[src/rtl/delay_tap_calibrator.sv]
// delay_tap_calibrator
//   Chooses the tap of an external chain of unit buffers so that the delayed
//   signal lines up with a reference edge. tap_sel sweeps upward from 0. After
//   each step the block waits for the chain and the synchronizer to settle,
//   then samples the phase detector. It locks on the first tap that reads 1.
//   If every sweep finds no such tap, it reports failure.
//
// Optional build macro: DELAY_TAP_TRACK_EN
//   When defined, the LOCKED state resamples the phase every 64 cycles and
//   nudges tap_sel by one step to follow drift. When undefined, tap_sel holds
//   while LOCKED.
//
// Ports
//   clk       in   system clock, rising edge
//   rst       in   asynchronous, active-high reset
//   start     in   one-cycle pulse that begins calibration
//   phase_in  in   raw phase-detector bit, asynchronous to clk
//   tap_sel   out  tap select to the chain mux
//   busy      out  calibration in progress
//   locked    out  a valid tap is being held
//   fail      out  sticky failure flag, cleared by the next start
//   done      out  one-cycle pulse when calibration ends
//
// state   | meaning
// --------+-----------------------------------------------
// IDLE    | waiting for start after reset
// SETTLE  | waiting SETTLE_CYCLES for the chain and synchronizer
// SAMPLE  | single cycle: evaluate ph_s and advance or finish
// LOCKED  | holding the tap that first read 1
// FAIL    | every sweep exhausted, tap_sel parked at 0

module delay_tap_calibrator #(
  parameter int NUM_TAPS      = 16,
  parameter int TAP_W         = 4,
  parameter int SETTLE_CYCLES = 4,
  parameter int RETRY_LIMIT   = 2
) (
  input  logic             clk,
  input  logic             rst,
  input  logic             start,
  input  logic             phase_in,
  output logic [TAP_W-1:0] tap_sel,
  output logic             busy,
  output logic             locked,
  output logic             fail,
  output logic             done
);

  localparam int CNT_W = (SETTLE_CYCLES > 1) ? $clog2(SETTLE_CYCLES) : 1;
  localparam int RET_W = $clog2(RETRY_LIMIT + 1);

  localparam logic [TAP_W-1:0] TAP_LAST = TAP_W'(NUM_TAPS - 1);
  localparam logic [CNT_W-1:0] CNT_LAST = CNT_W'(SETTLE_CYCLES - 1);
  localparam logic [RET_W-1:0] RET_LIM  = RET_W'(RETRY_LIMIT);

  typedef enum logic [2:0] {
    S_IDLE   = 3'd0,
    S_SETTLE = 3'd1,
    S_SAMPLE = 3'd2,
    S_LOCKED = 3'd3,
    S_FAIL   = 3'd4
  } state_t;

  state_t             state_q, state_nxt;
  logic [TAP_W-1:0]   tap_q, tap_nxt;
  logic [CNT_W-1:0]   cnt_q, cnt_nxt;
  logic [RET_W-1:0]   retry_q, retry_nxt;
  logic               done_q, done_nxt;
  logic               ph_m, ph_s;
  logic               go;

`ifdef DELAY_TAP_TRACK_EN
  logic [5:0]         trk_q, trk_nxt;
  logic               hi_q, hi_nxt;
`endif

  always_ff @(posedge clk or posedge rst) begin
    if (rst) begin
      ph_m <= 1'b0;
      ph_s <= 1'b0;
    end else begin
      ph_m <= phase_in;
      ph_s <= ph_m;
    end
  end

  // A start that coincides with the done pulse is dropped. This gives the
  // consumer one clean cycle to see the result before a restart can clear it.
  assign go = start && !done_q;

  always_ff @(posedge clk or posedge rst) begin
    if (rst) begin
      state_q <= S_IDLE;
      tap_q   <= '0;
      cnt_q   <= '0;
      retry_q <= '0;
      done_q  <= 1'b0;
`ifdef DELAY_TAP_TRACK_EN
      trk_q   <= '0;
      hi_q    <= 1'b0;
`endif
    end else begin
      state_q <= state_nxt;
      tap_q   <= tap_nxt;
      cnt_q   <= cnt_nxt;
      retry_q <= retry_nxt;
      done_q  <= done_nxt;
`ifdef DELAY_TAP_TRACK_EN
      trk_q   <= trk_nxt;
      hi_q    <= hi_nxt;
`endif
    end
  end

  always_comb begin
    state_nxt = state_q;
    tap_nxt   = tap_q;
    cnt_nxt   = cnt_q;
    retry_nxt = retry_q;
    done_nxt  = 1'b0;
`ifdef DELAY_TAP_TRACK_EN
    trk_nxt   = trk_q;
    hi_nxt    = hi_q;
`endif
    case (state_q)
      S_IDLE, S_FAIL: begin
        if (go) begin
          state_nxt = S_SETTLE;
          tap_nxt   = '0;
          cnt_nxt   = '0;
          retry_nxt = '0;
        end
      end
      S_LOCKED: begin
        if (go) begin
          state_nxt = S_SETTLE;
          tap_nxt   = '0;
          cnt_nxt   = '0;
          retry_nxt = '0;
        end
`ifdef DELAY_TAP_TRACK_EN
        // Drift tracking. A single 0 moves the tap later. Two 1s in a row are
        // required before moving earlier, so the tap does not dither around
        // the edge.
        else if (trk_q == 6'd0) begin
          trk_nxt = 6'd63;
          if (!ph_s) begin
            hi_nxt = 1'b0;
            if (tap_q < TAP_LAST) tap_nxt = tap_q + TAP_W'(1);
          end else if (hi_q) begin
            hi_nxt = 1'b0;
            if (tap_q != '0) tap_nxt = tap_q - TAP_W'(1);
          end else begin
            hi_nxt = 1'b1;
          end
        end else begin
          trk_nxt = trk_q - 6'd1;
        end
`endif
      end
      S_SETTLE: begin
        if (cnt_q == CNT_LAST) begin
          state_nxt = S_SAMPLE;
          cnt_nxt   = '0;
        end else begin
          cnt_nxt = cnt_q + CNT_W'(1);
        end
      end
      S_SAMPLE: begin
        if (ph_s) begin
          state_nxt = S_LOCKED;
          done_nxt  = 1'b1;
`ifdef DELAY_TAP_TRACK_EN
          trk_nxt   = 6'd63;
          hi_nxt    = 1'b0;
`endif
        end else if (tap_q < TAP_LAST) begin
          tap_nxt   = tap_q + TAP_W'(1);
          state_nxt = S_SETTLE;
        end else if ((retry_q + RET_W'(1)) < RET_LIM) begin
          retry_nxt = retry_q + RET_W'(1);
          tap_nxt   = '0;
          state_nxt = S_SETTLE;
        end else begin
          state_nxt = S_FAIL;
          done_nxt  = 1'b1;
          tap_nxt   = '0;
        end
      end
      default: state_nxt = S_IDLE;
    endcase
  end

  always_comb begin
    tap_sel = tap_q;
    busy    = (state_q == S_SETTLE) || (state_q == S_SAMPLE);
    locked  = (state_q == S_LOCKED);
    fail    = (state_q == S_FAIL);
    done    = done_q;
  end

endmodule

[config.mk]
export PLATFORM = sky130hd
export DESIGN_NAME = delay_tap_calibrator
export DESIGN_NICKNAME = d
export VERILOG_FILES = /design/src/rtl/delay_tap_calibrator.sv
export SDC_FILE = /design/constraint.sdc
export NUM_CORES = 1
export LEC_CHECK = 0
export CORE_MARGIN = 2
export CORE_UTILIZATION = 45
export DETAILED_ROUTE_END_ITERATION = 10
export PLACE_DENSITY_LB_ADDON = 0.2
export SLEW_MARGIN = 10
export SYNTH_ARGS = -nofsm -noshare
export SYNTH_HDL_FRONTEND = slang
export SYNTH_SLANG_ARGS = --single-unit
[constraint.sdc]
create_clock -name clk -period 1.88 [get_ports clk]
set_clock_uncertainty 0.15 [all_clocks]
set_input_delay 0.47 -clock clk [delete_from_list [all_inputs] [get_ports clk]]
set_output_delay 0.47 -clock clk [all_outputs]
set_load 0.01 [all_outputs]
== After elaboration in Yosys (flattened, before gate mapping) ==
Cells that the tools add are included.

* Register bits after elaboration: 14
* Input port bits: 4
* Output and inout bits: 8
* Word-level logic and storage cells: 54

* Add/subtract/negate cells: 3
* Magnitude comparators: 2
* Equal/unequal tests: 10
* Multiplexer cells: 21
* Reduce and logical (&&, ||, !) cells: 11

{| class="wikitable"
|+ Operator list
! operator !! count
|-
| $mux 3 || 5
|-
| $mux 4 || 3
|-
| $mux 2 || 5
|-
| $pmux 3 s3 || 1
|-
| $ne 2x2->1 const B || 4
|-
| $pmux 2 s2 || 2
|-
| $pmux 4 s2 || 1
|-
| $eq 3x2->1 const B || 2
|-
| $reduce_and 5->1 || 1
|-
| $add 2x1->2 const B || 2
|-
| $add 4x1->4 const B || 1
|-
| $lt 4x4->1 const B || 1
|-
| $mux 1 || 4
|-
| $reduce_and 2->1 || 2
|-
| $reduce_bool 2->1 || 2
|-
| $eq 3x1->1 const B || 1
|-
| $eq 3x3->1 const B || 1
|-
| $logic_not 3->1 || 1
|-
| $reduce_and 3->1 || 1
|-
| $reduce_or 3->1 || 1
|-
| $eq 2x2->1 const B || 1
|-
| $lt 2x2->1 const B || 1
|-
| $ne 2x1->1 const B || 1
|-
| $logic_and 1x1->1 || 1
|-
| 2 further kinds || 2
|}

== Longest topological paths before layout ==
Gate-level depths: netlist (run 1).

* Word-level depth: 6
* Mapped depth: 4
* Depth with buffers taken out: 4

== Worst setup path after synthesis (run 1) ==
Ideal clock, no wire load.

* Path type: register to output
* From: register state_q[0]
* To: output fail
* Data arrival time: 0.933 ns
* Data required time: 1.260 ns
* Path slack: 0.327 ns
* Cell stages (with the launch flop): 3
* Buffers on the path: 1
* Cell sequence: dfrtp_1 buf_4 nor3b_1

* Longest elaborated chain between the ends: 1

{| class="wikitable"
|+ Ends and longest elaborated chain
! item !! RTL line !! text
|-
| start, declared || 64 || <nowiki>state_t state_q, state_nxt;</nowiki>
|-
| start signal, assigned || 103 || <nowiki>state_q <= state_nxt;</nowiki>
|-
| $eq 3x3->1 || 198 || <nowiki>fail = (state_q == S_FAIL);</nowiki>
|-
| end, declared || 45 || <nowiki>output logic fail,</nowiki>
|}

Every way passes these cells.

== Final worst setup path (run 1) ==
* From: register tap_q[2] (netlist: tap_sel[2])
* To: output tap_sel[2]

{| class="wikitable"
|+ RTL lines
! item !! RTL line !! text
|-
| start, declared || 65 || <nowiki>logic [TAP_W-1:0] tap_q, tap_nxt;</nowiki>
|-
| start signal, assigned || 104 || <nowiki>tap_q <= tap_nxt;</nowiki>
|-
| end, declared || 42 || <nowiki>output logic [TAP_W-1:0] tap_sel,</nowiki>
|}

No word-level cell between the ends.

==> results of run 1 <==
==> through the flow <==
step                      util [%]  hold slack, ns
after floorplan                  -          0.1812
after global placement       62.09          0.1843
after detailed placement     62.09          0.1847
after CTS                    67.69          0.2047
after global routing         67.37          0.2163
final                        67.37          0.2022
==> worst min path at each step <==
stage          from  endpoint  slack, ns  depth (start not counted)
2_1_floorplan  ph_m      ph_s       0.18                          0
3_3_place_gp   ph_m      ph_s       0.18                          0
3_5_place_dp   ph_m      ph_s       0.18                          0
4_1_cts        ph_m      ph_s       0.20                          0
5_1_grt        ph_m      ph_s       0.22                          0
6_report       ph_m      ph_s       0.20                          0
==> power breakdown <==
group / total (mW) / internal, mW / switching [mW]
sequential: 0.432 / 0.372 / 0.0603
clock: 0.217 / 0.118 / 0.0989
combinational: 0.676 / 0.367 / 0.309
==> final cells by class <==
type	count	area share (%)
tap	16	1.928
inverter	6	2.169
sequential	14	33.86
clock buffer	4	3.494
multi-input combinational	49	37.35
timing repair buffer	25	21.20
==> layout by cell type, fill, tap and decap left out, types with 2 or more instances in the layout <==
cell             count
a21oi_1              4
a22o_1               4
buf_2                2
buf_4               11
buf_6                2
clkbuf_4             3
clkdlybuf4s50_1      5
dfrtp_1             13
dlygate4sd2_1        2
ha_1                 2
inv_1                6
nand2b_1             4
nand3_1              3
nand3b_1             2
nor2_1               5
nor3b_2              2
o211ai_1             2
o21ai_0              3
or4b_4               2
xnor2_1              2
==> repair_timing <==
item / CTS / global route
endpoints found under the hold margin: 0 / 0
gates resized for setup: 17 / 4
endpoints found under the setup margin: 8 / 11
pin swaps: 1 / 5
setup buffers: 4 / 1
==> layer usage <==
layer	track usage, %	vias to the layer above
met2	29.57	13
met3	5.600	6
met5	0	-
met1	23.45	293
met4	11.76	0
li1	-	319
==> sequential cells by signal, summed over array words and instances, names as in the netlist <==
name / flops
retry_q: 2
cnt_q: 2
state_q: 3
tap_sel: 4
ph_m: 1
ph_s: 1
done: 1
==> cells by family (layout without fill, tap and decap cells) <==
family	after synthesis	after routing
XOR/XNOR	2	2
AND/OR/NAND/NOR	26	26
flip-flops	14	14
AO/OA/AOI/OAI	19	19
buffers and inverters	8	35
adder cells (fa/ha/maj)	2	2
==> run_results.csv, run 1 <==
group,metric,value,unit
status,run_status,"complete, no violations",
hold_path,min_path_type,"flip-flop to flip-flop",
sta,tns,0,ns
yosys,synth_compound_area_share,17.97,%
critical_path,max_stage_delay,0.54,ns
critical_path,path_buf_inv,1,
sta,hold_viol,0,
placement,portBuffers,11,
grt,grt_pass1_vias,603,
sta,fin_crit_sh,95.96,%
die,num_io_pins,12,
grt,grt_use_total,19.11,%
critical_path,cp_cell_sequence,"clkdlybuf4s50_1",
yosys,synth.cell_area,752.0,µm²
critical_path,path_class,"flip-flop to primary output",
placement,dp_cells,106,
cells_and_area,fill_cells,126,
yosys,ys_warn_count,0,
route,drtAntennaViolNets,0,
cells_and_area,seqCellArea,351.6,µm²
grt,grt_max_degree,15,
critical_path,crit_path_end_kind,"primary output",
route,wl,1641,µm
sta,timing.final.max_slew_violations,0,
placement,globalplace.congestion,0.8217,
sta,tightest_slew,0.5328,ns
yosys,synth_area_leaders,"dfrtp_1, a22o_1, ha_1",
cells_and_area,finalNetCount,105,
yosys,ys_seq_area_share,46.59,%
cts,clk_path_buf_depth,2,
yosys,synth_adder_area_share,3.328,%
placement,post-place-ws,-0.1951,ns
route,first_iter_violations,17,
die,core_area,1541,µm²
cells_and_area,areaGrowthSynthToFinish,38.10,%
job,cap_violations,0,
yosys,async_flop_share,100.0,%
critical_path,startpoint,"tap_sel[2]",
cells_and_area,num_antenna_cells,0,
route,routed-wl-met3,64,µm
sta,grt_setup_unrepaired,"false",
critical_path,startpoint_type,"flip-flop",
sta,setup_viol,0,
critical_path,crit_family,"buffers and inverters",
placement,hpwlAfterDp,1176,µm
placement,placed_area,957.2,µm²
cts,path_clk_slew,0.08,ns
cts,cts_made_buffers,3,
critical_path,reg2regPathDepth,5,
cells_and_area,drive_above_1_share,28.57,%
cts,root_buffer,"clkbuf_4",
cells_and_area,layout.cells.non_filler,114,
cts,clkSinkCount,14,
power,finalPower,1.325,mW
critical_path,worstPathArrival,1.18,ns
yosys,ys_types,31,
die,die_w,44.88,µm
sta,relSlewSlack,64.44,%
power,leakagePower,0.4784,nW
yosys,synth_mux_area_share,0,%
sta,finalWorstSetupSlack,0.07592,ns
yosys,syn_area_per_cell,10.59,µm²
route,highest_layer,"met4",
power,powerDensity,1276,nW/µm²
cts,h-tree-depth,1,
cells_and_area,multi_input_area,387.9,µm²
route,met2_length,762,µm
power,vdd_drop_max,579.2,µV
yosys,yosys.area.top_type,"dfrtp_1",
cts,clkLatencyLatePin,0.28,ns
cts,cts_tree,"built",
critical_path,critPathCapture,"tap_sel[2]",
yosys,synth-simple-area-share,25.12,%
route,via_count,631,
yosys,ys.flop_type,"dfrtp_1",
die,die_area,2014,µm²
route,drtPass1Iterations,4,
route,wl_met1,766,µm
yosys,synth_nets,77,
critical_path,critPathMaxFanout,2,
die,start_util,48.78,%
sta,fmax,0.5543,GHz
yosys,synth_top_family_by_area,"simple AND/OR/NAND/NOR gates",
critical_path,r2r_end,"retry_q[1]",
sta,finalCriticalPeriod,1.804,ns
route,drcViolationCount,0,
cells_and_area,final_area,1039,µm²
cts,cts_hold_buf,0,
die,chipHeight,44.88,µm
critical_path,cp.depth,1,
critical_path,cp_slowest_cell,"clkdlybuf4s50_1",
grt,overflow,0,
yosys,synth_xor_area_share,2.329,%
critical_path,critPathRequiredTime,1.26,ns
yosys,synthDominantCellAreaShare,46.59,%
yosys,syn_inst,71,
critical_path,rrSetupSlack,0.10,ns
yosys,synth_most_common_cell,"dfrtp_1",
grt,grt_pass1_wl,2649,µm
yosys,synthTopCellsByCount,"dfrtp_1, inv_1, nor2_1",
critical_path,r2r_start,"state_q[0]",
yosys,yosys_register_bits,14,
die,rows,14,
grt,antenna_found_initial,0,
yosys,synth_edf_count,0,
route,vias_per_cell,5.535,
route,wl_per_cell,14.39,µm
(Power assumes the default switching activity.)
==> inputs of run 2 (changes only) <==
Settings changed: CORE_MARGIN 2 to 3, PLACE_DENSITY from default to 0.72, PLACE_DENSITY_LB_ADDON 0.2 to default.
Clock period 1.88 ns to 1.6 ns, I/O delays scaled along.
==> run 2 against run 1 <==
Compared with the run above: the flow now finishes with violations (negative setup slack); register-to-register slack worse by 0.28 ns; non-clock buffer count up 9; first-iteration DRC count up 5.9%; largest cell class unchanged; highest routed layer unchanged.
==> run_results.csv, run 2 (synthesis gave the netlist of run 1 again) <==
group,metric,value,unit
status,run_status,"finished, violations left",
status,violations,"negative setup slack",
sta,fmax,0.5613,GHz
die,chipHeight,46.88,µm
critical_path,worstPathArrival,1.78,ns
cells_and_area,areaGrowthSynthToFinish,48.92,%
grt,grt_max_degree,15,
cts,clk_path_buf_depth,2,
grt,antenna_found_initial,0,
sta,tns,-1.234,ns
placement,hpwlAfterDp,1135,µm
cts,cts_hold_buf,0,
cts,cts_tree,"built",
route,via_count,678,
route,wl_per_cell,14.72,µm
sta,finalCriticalPeriod,1.782,ns
sta,whs,0.2005,ns
critical_path,critPathMaxFanout,6,
sta,timing.final.max_slew_violations,0,
sta,grt_setup_unrepaired,"true",
die,core_area,1541,µm²
cts,h-tree-depth,1,
grt,grt_pass1_wl,2822,µm
die,die_w,46.88,µm
job,cap_violations,0,
grt,grt_pass1_vias,642,
cells_and_area,largest_reg_flops,4,
route,wl,1796,µm
sta,hold_viol,0,
cts,clkSinkCount,14,
die,die_area,2198,µm²
die,rows,14,
cts,clkLatencyLatePin,0.27,ns
cts,root_buffer,"clkbuf_4",
cells_and_area,num_antenna_cells,0,
route,drtPass1Iterations,4,
sta,setup_viol,11,
grt,overflow,0,
cts,cts_made_buffers,3,
cells_and_area,layout.cells.most_common_list,"buf_4, dfrtp_1, inv_1",
critical_path,startpoint_type,"flip-flop",
cts,path_clk_slew,0.08,ns
placement,globalplace.congestion,0.8210,
die,num_io_pins,12,
placement,post-place-ws,-0.3710,ns
critical_path,critPathRequiredTime,1.60,ns
critical_path,crit_path_end_kind,"flip-flop",
cells_and_area,finalNetCount,114,
placement,portBuffers,11,
power,powerDensity,1425,nW/µm²
route,drcViolationCount,0,
critical_path,path_class,"flip-flop to flip-flop",
cells_and_area,final_common_cell,"buf_4",
route,drtAntennaViolNets,0,
sta,tightest_slew,0.2850,ns
cells_and_area,drive_above_1_share,38.68,%
hold_path,min_path_type,"flip-flop to flip-flop",
route,vias_per_cell,5.557,
power,vdd_drop_max,752.9,µV
die,start_util,48.78,%
power,leakagePower,0.5121,nW
sta,finalWorstSetupSlack,-0.1817,ns
route,first_iter_violations,18,
sta,relSlewSlack,80.86,%
grt,grt_use_total,18.41,%
sta,fin_crit_sh,111.4,%
## run 2: worst paths after layout
path	start	slack (ns)	to	cells past startpoint
setup / recovery	state_q[1]	-0.18	tap_sel[3]	5
hold / removal	ph_m	0.20	ph_s	0
setup reg to reg	state_q[1]	-0.18	tap_sel[3]	5
hold reg to reg	ph_m	0.20	ph_s	0
max in group asynchronous	rst	0.86	done	3
min in group asynchronous	rst	0.27	tap_sel[0]	3
## run 2: critical path, stage by stage (launching register included)
cell and delay, ns:
dfrtp_1 0.40, buf_6 0.14, buf_6 0.11, or4b_4 0.56, o211ai_4 0.15, o211ai_1 0.14
## run 2: cell type report
class	instances	area (µm²)
clock buffer	3	22.52
fill	124	421.7
inverter	6	22.52
multi-input combinational	49	424.2
sequential	14	350.3
tap	16	20.02
timing repair buffer	34	280.3
## run 2: metal layers
metal  up-vias  part of all wire (%)  track usage [%]
li1        336                     -                -
met1       324                    40            21.90
met2        16                    55            32.79
met3         2                   4.3            3.448
met4         0                  0.67            6.630
met5         -                     0                0
## run 2: per-stage QoR
| step | std cells | util (%) | cell area, µm² | total power, mW |
|---|---|---|---|---|
| floorplan | 71 | - | 752.0 | 0.9111 |
| global placement | 108 | 62.26 | 959.7 | 1.170 |
| detailed placement | 108 | 62.26 | 959.7 | 1.182 |
| CTS | 116 | 67.37 | 1039 | 1.475 |
| global route | 122 | 72.65 | 1120 | 1.715 |
| finish | 122 | 72.65 | 1120 | 1.596 |
## run 2: what timing repair did
| action | in CTS | in global routing |
|---|---|---|
| setup buffers | 5 | 6 |
| gates resized for setup | 28 | 9 |
| pin swaps | 10 | 9 |
| setup endpoints to repair | 16 | 14 |
## run 2: power breakdown
part	internal [mW]	switching (mW)
clock	0.0870	0.0990
sequential	0.435	0.0494
combinational	0.490	0.436
total	1.01	0.584
